$ cat src/rtl/muldiv.sv
// -----------------------------------------------------------------------------
// muldiv -- iterative RV32M multiply/divide unit.
//
// Accepts one MUL/MULH/MULHSU/MULHU/DIV/DIVU/REM/REMU request at a time.
// Multiplies use a 32-step shift-add on operand magnitudes; divides use a
// 32-step restoring divider on magnitudes. Signs are re-applied on the final
// step. Divide-by-zero and signed overflow are resolved at accept time and
// skip the iterative phase entirely.
//
// Ports:
//   clk        rising-edge clock
//   rst        synchronous, active-low reset
//   req_valid  request from the execute stage
//   req_ready  high while idle; a request is taken when valid & ready & !flush
//   funct3     RV32M operation select
//   rs1_data   operand A (dividend / multiplicand)
//   rs2_data   operand B (divisor / multiplier)
//   rd         destination register number
//   flush      kills any in-flight operation and blocks an accept
//   wb_wen     one-cycle register-file write strobe (suppressed for rd = 0)
//   wb_rd      write-back register number (holds outside the strobe)
//   wb_data    write-back result (holds outside the strobe)
// -----------------------------------------------------------------------------
module muldiv #(
  parameter int XLEN = 32
) (
  input  logic            clk,
  input  logic            rst,
  input  logic            req_valid,
  output logic            req_ready,
  input  logic [2:0]      funct3,
  input  logic [XLEN-1:0] rs1_data,
  input  logic [XLEN-1:0] rs2_data,
  input  logic [4:0]      rd,
  input  logic            flush,
  output logic            wb_wen,
  output logic [4:0]      wb_rd,
  output logic [XLEN-1:0] wb_data
);

  typedef enum logic [1:0] {
    IDLE = 2'd0,
    BUSY = 2'd1,
    DONE = 2'd2
  } state_t;

  state_t state, state_nxt;

  // Captured request
  logic [2:0]      op_q;
  logic [4:0]      rd_q;
  logic [4:0]      cnt;
  logic            neg_q;   // negate product / quotient
  logic            neg_r;   // negate remainder (sign of dividend)

  // Multiplier datapath
  logic [2*XLEN-1:0] mcand;
  logic [XLEN-1:0]   mplier;
  logic [2*XLEN-1:0] prod;

  // Divider datapath
  logic [XLEN-1:0] quo;     // starts as dividend, shifts quotient bits in
  logic [XLEN-1:0] rem;
  logic [XLEN-1:0] dvsr;

  // ---------------------------------------------------------------------------
  // Request decode
  // ---------------------------------------------------------------------------
  logic            accept;
  logic            is_div;
  logic            signed_a, signed_b;
  logic            a_neg, b_neg;
  logic [XLEN-1:0] a_mag, b_mag;
  logic            div_zero, div_ovf, special;
  logic [XLEN-1:0] special_res;

  assign req_ready = (state == IDLE);
  assign accept    = req_valid && (state == IDLE) && !flush;
  assign is_div    = funct3[2];

  // MUL/MULH/MULHSU treat A as signed, only MUL/MULH treat B as signed;
  // DIV/REM are fully signed, DIVU/REMU fully unsigned.
  assign signed_a = is_div ? !funct3[0] : (funct3[1:0] != 2'b11);
  assign signed_b = is_div ? !funct3[0] : !funct3[1];
  assign a_neg    = signed_a && rs1_data[XLEN-1];
  assign b_neg    = signed_b && rs2_data[XLEN-1];
  // The most negative value maps onto itself, which is still the correct
  // unsigned magnitude.
  assign a_mag    = a_neg ? -rs1_data : rs1_data;
  assign b_mag    = b_neg ? -rs2_data : rs2_data;

  assign div_zero = (rs2_data == '0);
  assign div_ovf  = !funct3[0] && (rs1_data == {1'b1, {(XLEN-1){1'b0}}})
                    && (rs2_data == '1);
  assign special  = is_div && (div_zero || div_ovf);

  always_comb begin
    if (funct3[1]) special_res = div_zero ? rs1_data : '0;                  // REM/REMU
    else           special_res = div_zero ? '1 : {1'b1, {(XLEN-1){1'b0}}}; // DIV/DIVU
  end

  // ---------------------------------------------------------------------------
  // One iteration step, shared by the register update and the final result
  // ---------------------------------------------------------------------------
  logic [2*XLEN-1:0] mul_sum;
  logic [2*XLEN-1:0] prod_fin;
  logic [XLEN:0]     div_shift;
  logic [XLEN:0]     div_diff;
  logic [XLEN-1:0]   rem_step, quo_step;
  logic [XLEN-1:0]   quo_fin, rem_fin, mul_res, result;

  assign mul_sum   = prod + (mplier[0] ? mcand : '0);
  assign div_shift = {rem, quo[XLEN-1]};
  assign div_diff  = div_shift - {1'b0, dvsr};
  // Borrow out means the trial subtraction failed: restore.
  assign rem_step  = div_diff[XLEN] ? div_shift[XLEN-1:0] : div_diff[XLEN-1:0];
  assign quo_step  = {quo[XLEN-2:0], ~div_diff[XLEN]};

  assign prod_fin  = neg_q ? -mul_sum : mul_sum;
  assign mul_res   = (op_q[1:0] == 2'b00) ? prod_fin[XLEN-1:0] : prod_fin[2*XLEN-1:XLEN];
  assign quo_fin   = neg_q ? -quo_step : quo_step;
  assign rem_fin   = neg_r ? -rem_step : rem_step;
  assign result    = op_q[2] ? (op_q[1] ? rem_fin : quo_fin) : mul_res;

  // ---------------------------------------------------------------------------
  // FSM
  // ---------------------------------------------------------------------------
  always_ff @(posedge clk) begin
    // NOTE: state is a flop, so it takes a non-blocking assignment; blocking
    // here would let same-edge readers see the new value and race.
    if (!rst) state <= IDLE;
    else      state <= state_nxt;
  end

  always_comb begin
    // NOTE: every output of this block gets a default first, so no path can
    // leave one unassigned and infer a latch.
    state_nxt = state;
    wb_wen    = 1'b0;
    unique case (state)
      IDLE: if (accept) state_nxt = special ? DONE : BUSY;
      BUSY: if (cnt == 5'd31) state_nxt = DONE;
      DONE: begin
        state_nxt = IDLE;
        wb_wen    = (rd_q != 5'd0);
      end
      default: state_nxt = IDLE;
    endcase
    if (flush) begin
      state_nxt = IDLE;
      wb_wen    = 1'b0;
    end
  end

  // ---------------------------------------------------------------------------
  // Datapath and write-back registers
  // ---------------------------------------------------------------------------
  always_ff @(posedge clk) begin
    // NOTE: the datapath is cleared on reset too, so a post-reset wb_data
    // and every accumulator read back as a defined zero rather than X.
    if (!rst) begin
      op_q    <= '0;
      rd_q    <= '0;
      cnt     <= '0;
      neg_q   <= 1'b0;
      neg_r   <= 1'b0;
      mcand   <= '0;
      mplier  <= '0;
      prod    <= '0;
      quo     <= '0;
      rem     <= '0;
      dvsr    <= '0;
      wb_rd   <= '0;
      wb_data <= '0;
    end else begin
      if (accept) begin
        op_q   <= funct3;
        rd_q   <= rd;
        cnt    <= '0;
        neg_q  <= a_neg ^ b_neg;
        neg_r  <= a_neg;
        mcand  <= {{XLEN{1'b0}}, a_mag};
        mplier <= b_mag;
        prod   <= '0;
        quo    <= a_mag;
        rem    <= '0;
        dvsr   <= b_mag;
      end else if (state == BUSY) begin
        // Both engines step every cycle; op_q picks which result is kept.
        cnt    <= cnt + 5'd1;
        mcand  <= {mcand[2*XLEN-2:0], 1'b0};
        mplier <= {1'b0, mplier[XLEN-1:1]};
        prod   <= mul_sum;
        quo    <= quo_step;
        rem    <= rem_step;
      end

      // Load the write-back registers only when DONE is really entered, so a
      // flush on the last iteration leaves them untouched.
      if (state_nxt == DONE) begin
        if (state == IDLE) begin
          wb_rd   <= rd;
          wb_data <= special_res;
        end else begin
          wb_rd   <= rd_q;
          wb_data <= result;
        end
      end
    end
  end

endmodule

$ cat config.mk
export PLATFORM = sky130hd
export DESIGN_NAME = muldiv
export DESIGN_NICKNAME = d
export VERILOG_FILES = /design/src/rtl/muldiv.sv
export SDC_FILE = /design/constraint.sdc
export NUM_CORES = 1
export LEC_CHECK = 0
export ABC_AREA = 1
export ABC_CLOCK_PERIOD_IN_PS = 4700
export CORE_MARGIN = 8
export CORE_UTILIZATION = 25
export DETAILED_ROUTE_END_ITERATION = 10
export SETUP_SLACK_MARGIN = 0.1
export SLEW_MARGIN = 25
export SYNTH_ARGS = -nofsm -noshare
export SYNTH_HDL_FRONTEND = slang
export SYNTH_SLANG_ARGS = --single-unit
$ cat constraint.sdc
create_clock -name clk -period 4.7 [get_ports clk]
set_input_delay 0.47 -clock clk [delete_from_list [all_inputs] [get_ports clk]]
set_output_delay 0.47 -clock clk [all_outputs]
set_load 0.01 [all_outputs]
# [Word-level counts from Yosys, hierarchy flattened]
# Cells that the tools add are included.
[totals] out_inout_bits=39 regBits=310 wordCells=80 in_bits=76
[op_classes] n_eq_ne=7 bitwise=3 mux=30 add_sub_neg=8 reduce_logical=17
[ops] op="2-to-1 mux 32 bit" count=17
[ops] op="2-to-1 mux 64 bit" count=2
[ops] op="negator 32 bit" count=4
[ops] op="adder 64 bit" count=1
[ops] op="equality test 32 bit, second input constant" count=2
[ops] op="negator 64 bit" count=1
[ops] op="subtractor 33 x 32 -> 33 bit" count=1
[ops] op="logical NOT 32 bit" count=1
[ops] op="2-to-1 mux 31 bit" count=1
[ops] op="2-to-1 mux 2 bit" count=4
[ops] op="logical AND 1 bit" count=7
[ops] op="adder 5 x 1 -> 5 bit, second input constant" count=1
[ops] op="equality test 5 bit, second input constant" count=1
[ops] op="2-to-1 mux 5 bit" count=1
[ops] op="nonzero test 5 bit" count=1
[ops] op="equality test 2 bit, second input constant" count=2
[ops] op="logical NOT 2 bit" count=2
[ops] op="2-to-1 mux 1 bit" count=4
[ops] op="one-hot mux 2 bit (2 select lines)" count=1
[ops] op="logical NOT 1 bit" count=3
[ops] op="equality test 2 x 1 -> 1 bit, second input constant" count=1
[ops] op="inequality test 2 bit, second input constant" count=1
[ops] op="inverter 1 bit" count=2
[ops] op="nonzero test 2 bit" count=1
[ops] op="3 further kinds" count=3

# [Longest topological paths before layout]
[logic_depth] word_depth=10 ltp_mapped=33 depth_no_buf=31

# [Worst setup path before layout]
# OpenSTA, ideal clock, no wires.
[synth_timing] kind="register -> register" startpoint="register quo[31]" endpoint="register wb_data[30]" required_time_ns=4.634 setup_time_ns=0.066 arrival_time_ns=4.019 n_path_buf=2 slack_ns=0.614 synth_period_minus_slack_ns=4.086 path_stages_with_launch=32 path_cell_list="dfxtp_1 inv_1 ha_1 inv_1 fa_1 nand3_1 nand3_2 nand2_1 nand2_1 nand2_1 nand2_2 nand2_4 nand3_4 nand2_4 buf_12 buf_12 ha_1 nand3_1 nor3_1 nand2_1 nor3_1 nand2_1 nor3_1 nand3_1 inv_1 a21oi_1 a21oi_1 or2_2 a21oi_1 o21ai_1 nand3_1 a21oi_2"
[synth_between] elab_chain_len=7 word_cells_on_any_way=10 classes_between="add/sub (3); mux (6); bitwise (1)"
[synth_rtl] item="from (decl)" line_no="62" rtl="logic [XLEN-1:0] quo;"
[synth_rtl] item="from (signal assigned)" line_no="185" rtl="quo <= a_mag;"
[synth_rtl] item="from (signal assigned)" line_no="194" rtl="quo <= quo_step;"
[synth_rtl] item="subtractor 33 x 32 -> 33 bit" line_no="114" rtl="assign div_diff = div_shift - {1'b0, dvsr};"
[synth_rtl] item="2-to-1 mux 32 bit / inverter 1 bit (equally long branches)" line_no="116, 117"
[synth_rtl] item="negator 32 bit, on equally long branches" line_no="122, 121"
[synth_rtl] item="2-to-1 mux 32 bit, on equally long branches" line_no="122, 121"
[synth_rtl] item="2-to-1 mux 32 bit (*) (2 in a row)" line_no="123" rtl="assign result = op_q[2] ? (op_q[1] ? rem_fin : quo_fin) : mul_res;"
[synth_rtl] item="2-to-1 mux 32 bit (*)" line_no="201" rtl="if (state == IDLE) begin"
[synth_rtl] item="to (signal assigned)" line_no="203" rtl="wb_data <= special_res;"
[synth_rtl] item="to (signal assigned)" line_no="206" rtl="wb_data <= result;"
[synth_rtl] item="to (decl)" line_no="38" rtl="output logic [XLEN-1:0] wb_data"
# Every way passes the cells marked *; elsewhere a longest branch is shown, timed or not.
# A chain may end at the register's enable or synchronous reset.

# [Worst setup path after layout]
[layout_timing] startpoint="register mplier[0]" endpoint="register wb_data[26]"
[layout_between] elab_chain_len=7
[layout_rtl] item="from (decl)" line_no="58" rtl="logic [XLEN-1:0] mplier;"
[layout_rtl] item="from (signal assigned)" line_no="183" rtl="mplier <= b_mag;"
[layout_rtl] item="from (signal assigned)" line_no="192" rtl="mplier <= {1'b0, mplier[XLEN-1:1]};"
[layout_rtl] item="2-to-1 mux 64 bit (*)" line_no="112" rtl="assign mul_sum = prod + (mplier[0] ? mcand : '0);"
[layout_rtl] item="adder 64 bit (*)" line_no="112"
[layout_rtl] item="negator 64 bit" line_no="119" rtl="assign prod_fin = neg_q ? -mul_sum : mul_sum;"
[layout_rtl] item="2-to-1 mux 64 bit (*)" line_no="119"
[layout_rtl] item="2-to-1 mux 32 bit (*)" line_no="120" rtl="assign mul_res = (op_q[1:0] == 2'b00) ? prod_fin[XLEN-1:0] : prod_fin[2*XLEN-1:XLEN];"
[layout_rtl] item="2-to-1 mux 32 bit (*)" line_no="123"
[layout_rtl] item="2-to-1 mux 32 bit (*)" line_no="201"
# Marks and branches as above.

==> summary.txt <==
Hold WC Path Type - reg -> reg
ranking of synthesized cells by area - dfxtp_1 (23%), nand2_1 (18%), inv_1 (10%), a21oi_1 (8.9%), o21ai_0 (7.3%)
Highest Signal Layer - met4
Initial Util - 0.251
crit-path most repeated cell - nand2_1
fin. max-slew vios - 0
largest net degree at the start of global routing - 180
post-synthesis sequential area ratio - 0.232
DRT Pass-1 Iters - 8
Worst-Margin Slew - 0.990 ns
CTS clk-pin slew, worst paths - 0.06 ns
slew margin rel. - 0.339
post-synth net total - 4878
cts-stage hold buffer count - 0
metal3 WL - 8440 um
Main synth FF type - dfxtp_1
1st-iter DRT viols - 3286
Post-Route WL - 118000 um
Longest Clk Path Bufs - 3
Root Driver - clkbuf_16
CTS tree - built
Routed Antenna Nets - 0
layout cells sized above 1 - 0.0571
P_sw - 0.00340 W
Setup WS pre-CTS - 0.154 ns
Fill cells - 12200
CTS sink cnt - 310
clock skew - 0.0307 ns
most common cell in the synthesized netlist - nand2_1
register-to-register setup slack - 0.27 ns
Yosys warning count - 0
critical path capture point type - register
run status - finished, final reports clean
Final Instance Area - 31200 um2
Via density - 5.05
area leader, netlist - dfxtp_1
RSZ-0062 raised after global routing - true
IO buf count - 114
WL/cell - 19.0 um
Hold Fails Final Rpt - 0
setup ws final - 0.270 ns
final setup violation count - 0
Internal - 0.00570 W
Vias - 31300
first-pass GRT wire length - 175000 um
Sw Share - 0.374
CP peak stage delay - 0.45 ns
post-DP HPWL - 93100 um
number of synthesized flops with an enable pin - 0
initial antenna violation count - 2
Core Area - 107000 um2
Setup CP Type - reg -> reg
delay-heaviest family, CP - simple AND/OR/NAND/NOR gates
area grow syn2layout - 16.6%
Pwr Density - 292 nW/um2
Flop pwr share - 0.312
ys async rst share - 0
Clk network pwr share - 0.389
WP data required - 5.24 ns
Final Cycle Share - 0.943
Post-route DRC - 0
placed inst area - 29600 um2
# IOs - 115
setup tns final - 0 ns
Max rail drop VDD - 238 uV
routability cong. - 0.953
leakage power - 15.2 nW
H-tree levels - 2
Critical Path Slowest Stage Cell - dfxtp_4
Hold WS - 0.459 ns
arrival time worst endpoint - 4.97 ns
Post-Syn Instances - 4697
met2 WL post-DR - 52400 um
FMAX - 226 MHz
Worst Setup Start Kind - register
Tmin final - 4.43 ns
Syn Area/Cell - 5.70 um2
Worst-Skew Late Latency - 0.60 ns
vias in the first global route - 28400
# rows - 120
critical path buffer and inverter count - 4
critical path peak fanout - 32
GR Overflow Total - 0
die footprint - 118000 um2
Num CTS Buffers - 43
Yosys reg bits - 310
top post-synthesis cells by count - nand2_1 (1261), inv_1 (741), a21oi_1 (475)
Total GRT Usage - 0.191
Die Ht - 343 um
Post-Route M1 WL - 52800 um
die width - 343 um
Max Cap Viol - 0
area share of the largest cell type after synthesis - 0.232
distinct cell type count after synthesis - 58
combinational share of power - 0.299
nets - 4935
cell area after synthesis - 26800 um2
-- state kept, by name (all words and copies together), names as in the netlist --
signal   cells
mcand       64
prod        64
dvsr        32
mplier      32
quo         32
rem         32
wb_data     32
cnt          5
rd_q         5
wb_rd        5
op_q         3
state        2
neg_q        1
neg_r        1
-- cell usage in the layout, fill, tap and decap left out, types with 6 or more instances in the layout --
cell             Yosys  routed
nand2_1           1261    1257
inv_1              741     740
a21oi_1            475     473
nor2_1             464     450
o21ai_0            389     384
dfxtp_1            310     308
nand3_1            268     260
clkdlybuf4s50_1      0     113
ha_1               103     103
o211ai_1            79      79
nor3_1              83      77
buf_4                3      64
nand4_1             56      56
clkbuf_16            0      44
xor2_1              36      35
o22ai_1             33      33
nand2_2             22      26
a31oi_1             22      22
nor2_2               9      20
nand3b_1            19      19
xnor2_1             19      18
o21ai_1             12      16
nand3_2              7      14
o21bai_1            14      14
nand2_4             12      11
clkbuf_8             0      11
inv_2               11      10
clkinv_2             1      10
nor4_1              11      10
nor3_2               3       9
o21a_1               7       7
a21oi_2              4       6
nor2_4               3       6
a221oi_1             6       6
-- power groups by stage --
stage / registers (W) / clock network [W] / logic, W
floorplan: 0.00285 / 0 / 0.00186
global placement: 0.00290 / 0 / 0.00263
detailed placement: 0.00290 / 0 / 0.00264
CTS: 0.00284 / 0.00360 / 0.00265
global route: 0.00286 / 0.00371 / 0.00300
finish: 0.00284 / 0.00354 / 0.00272
-- per-layer routing --
| metal | vias up | track usage |
|---|---|---|
| met5 | - | 0 |
| met4 | 0 | 0.0612 |
| met3 | 205 | 0.0268 |
| met2 | 1210 | 0.310 |
| met1 | 14500 | 0.259 |
| li1 | 15300 | - |
-- stage by stage --
step / cells / util / power (W)
detailed placement: 6110 / 0.277 / 0.00553
floorplan: 4697 / - / 0.00471
CTS: 6186 / 0.291 / 0.00909
finish: 6191 / 0.293 / 0.00910
global placement: 6110 / 0.277 / 0.00553
global route: 6188 / 0.293 / 0.00956
-- cells by family after synthesis --
logic type,after synthesis,synth area share
compound gates,1068,0.217
xor+xnor,55,0.0180
fa+ha+maj,105,0.0496
buf+inv,927,0.133
flops,310,0.232
simple gates,2232,0.351
-- repair_timing --
item	4_1_cts	5_1_grt
buffers inserted	0	1
endpoints found under the setup margin	0	26
resized for setup	0	39
-- cell type report --
cell class	count	area (um2)	area share
Multi-Input combinational cell	3460	17200	0.550
Clock buffer	59	1250	0.0399
Tap cell	1403	1760	0.0562
Inverter	755	2840	0.0910
Clock inverter	17	238	0.00761
Antenna cell	3	7.51	0.000240
Timing Repair Buffer	184	1750	0.0560
Sequential cell	310	6210	0.199
-- tightest hold or removal path: cells and delay by family (launching register included) --
kind            cells  cell delay (ns)
compound gates      1             0.05
flops               1             0.30
simple gates        1             0.06
-- final timing paths --
path                            startpoint           to  cells past startpoint
worst min-delay path             mcand[63]    mcand[63]                      2
worst max-delay path             mplier[0]  wb_data[26]                     28
worst min register to register   mcand[63]    mcand[63]                      2
worst max register to register   mplier[0]  wb_data[26]                     28
No activity file was read; power rests on OpenSTA's default activity.
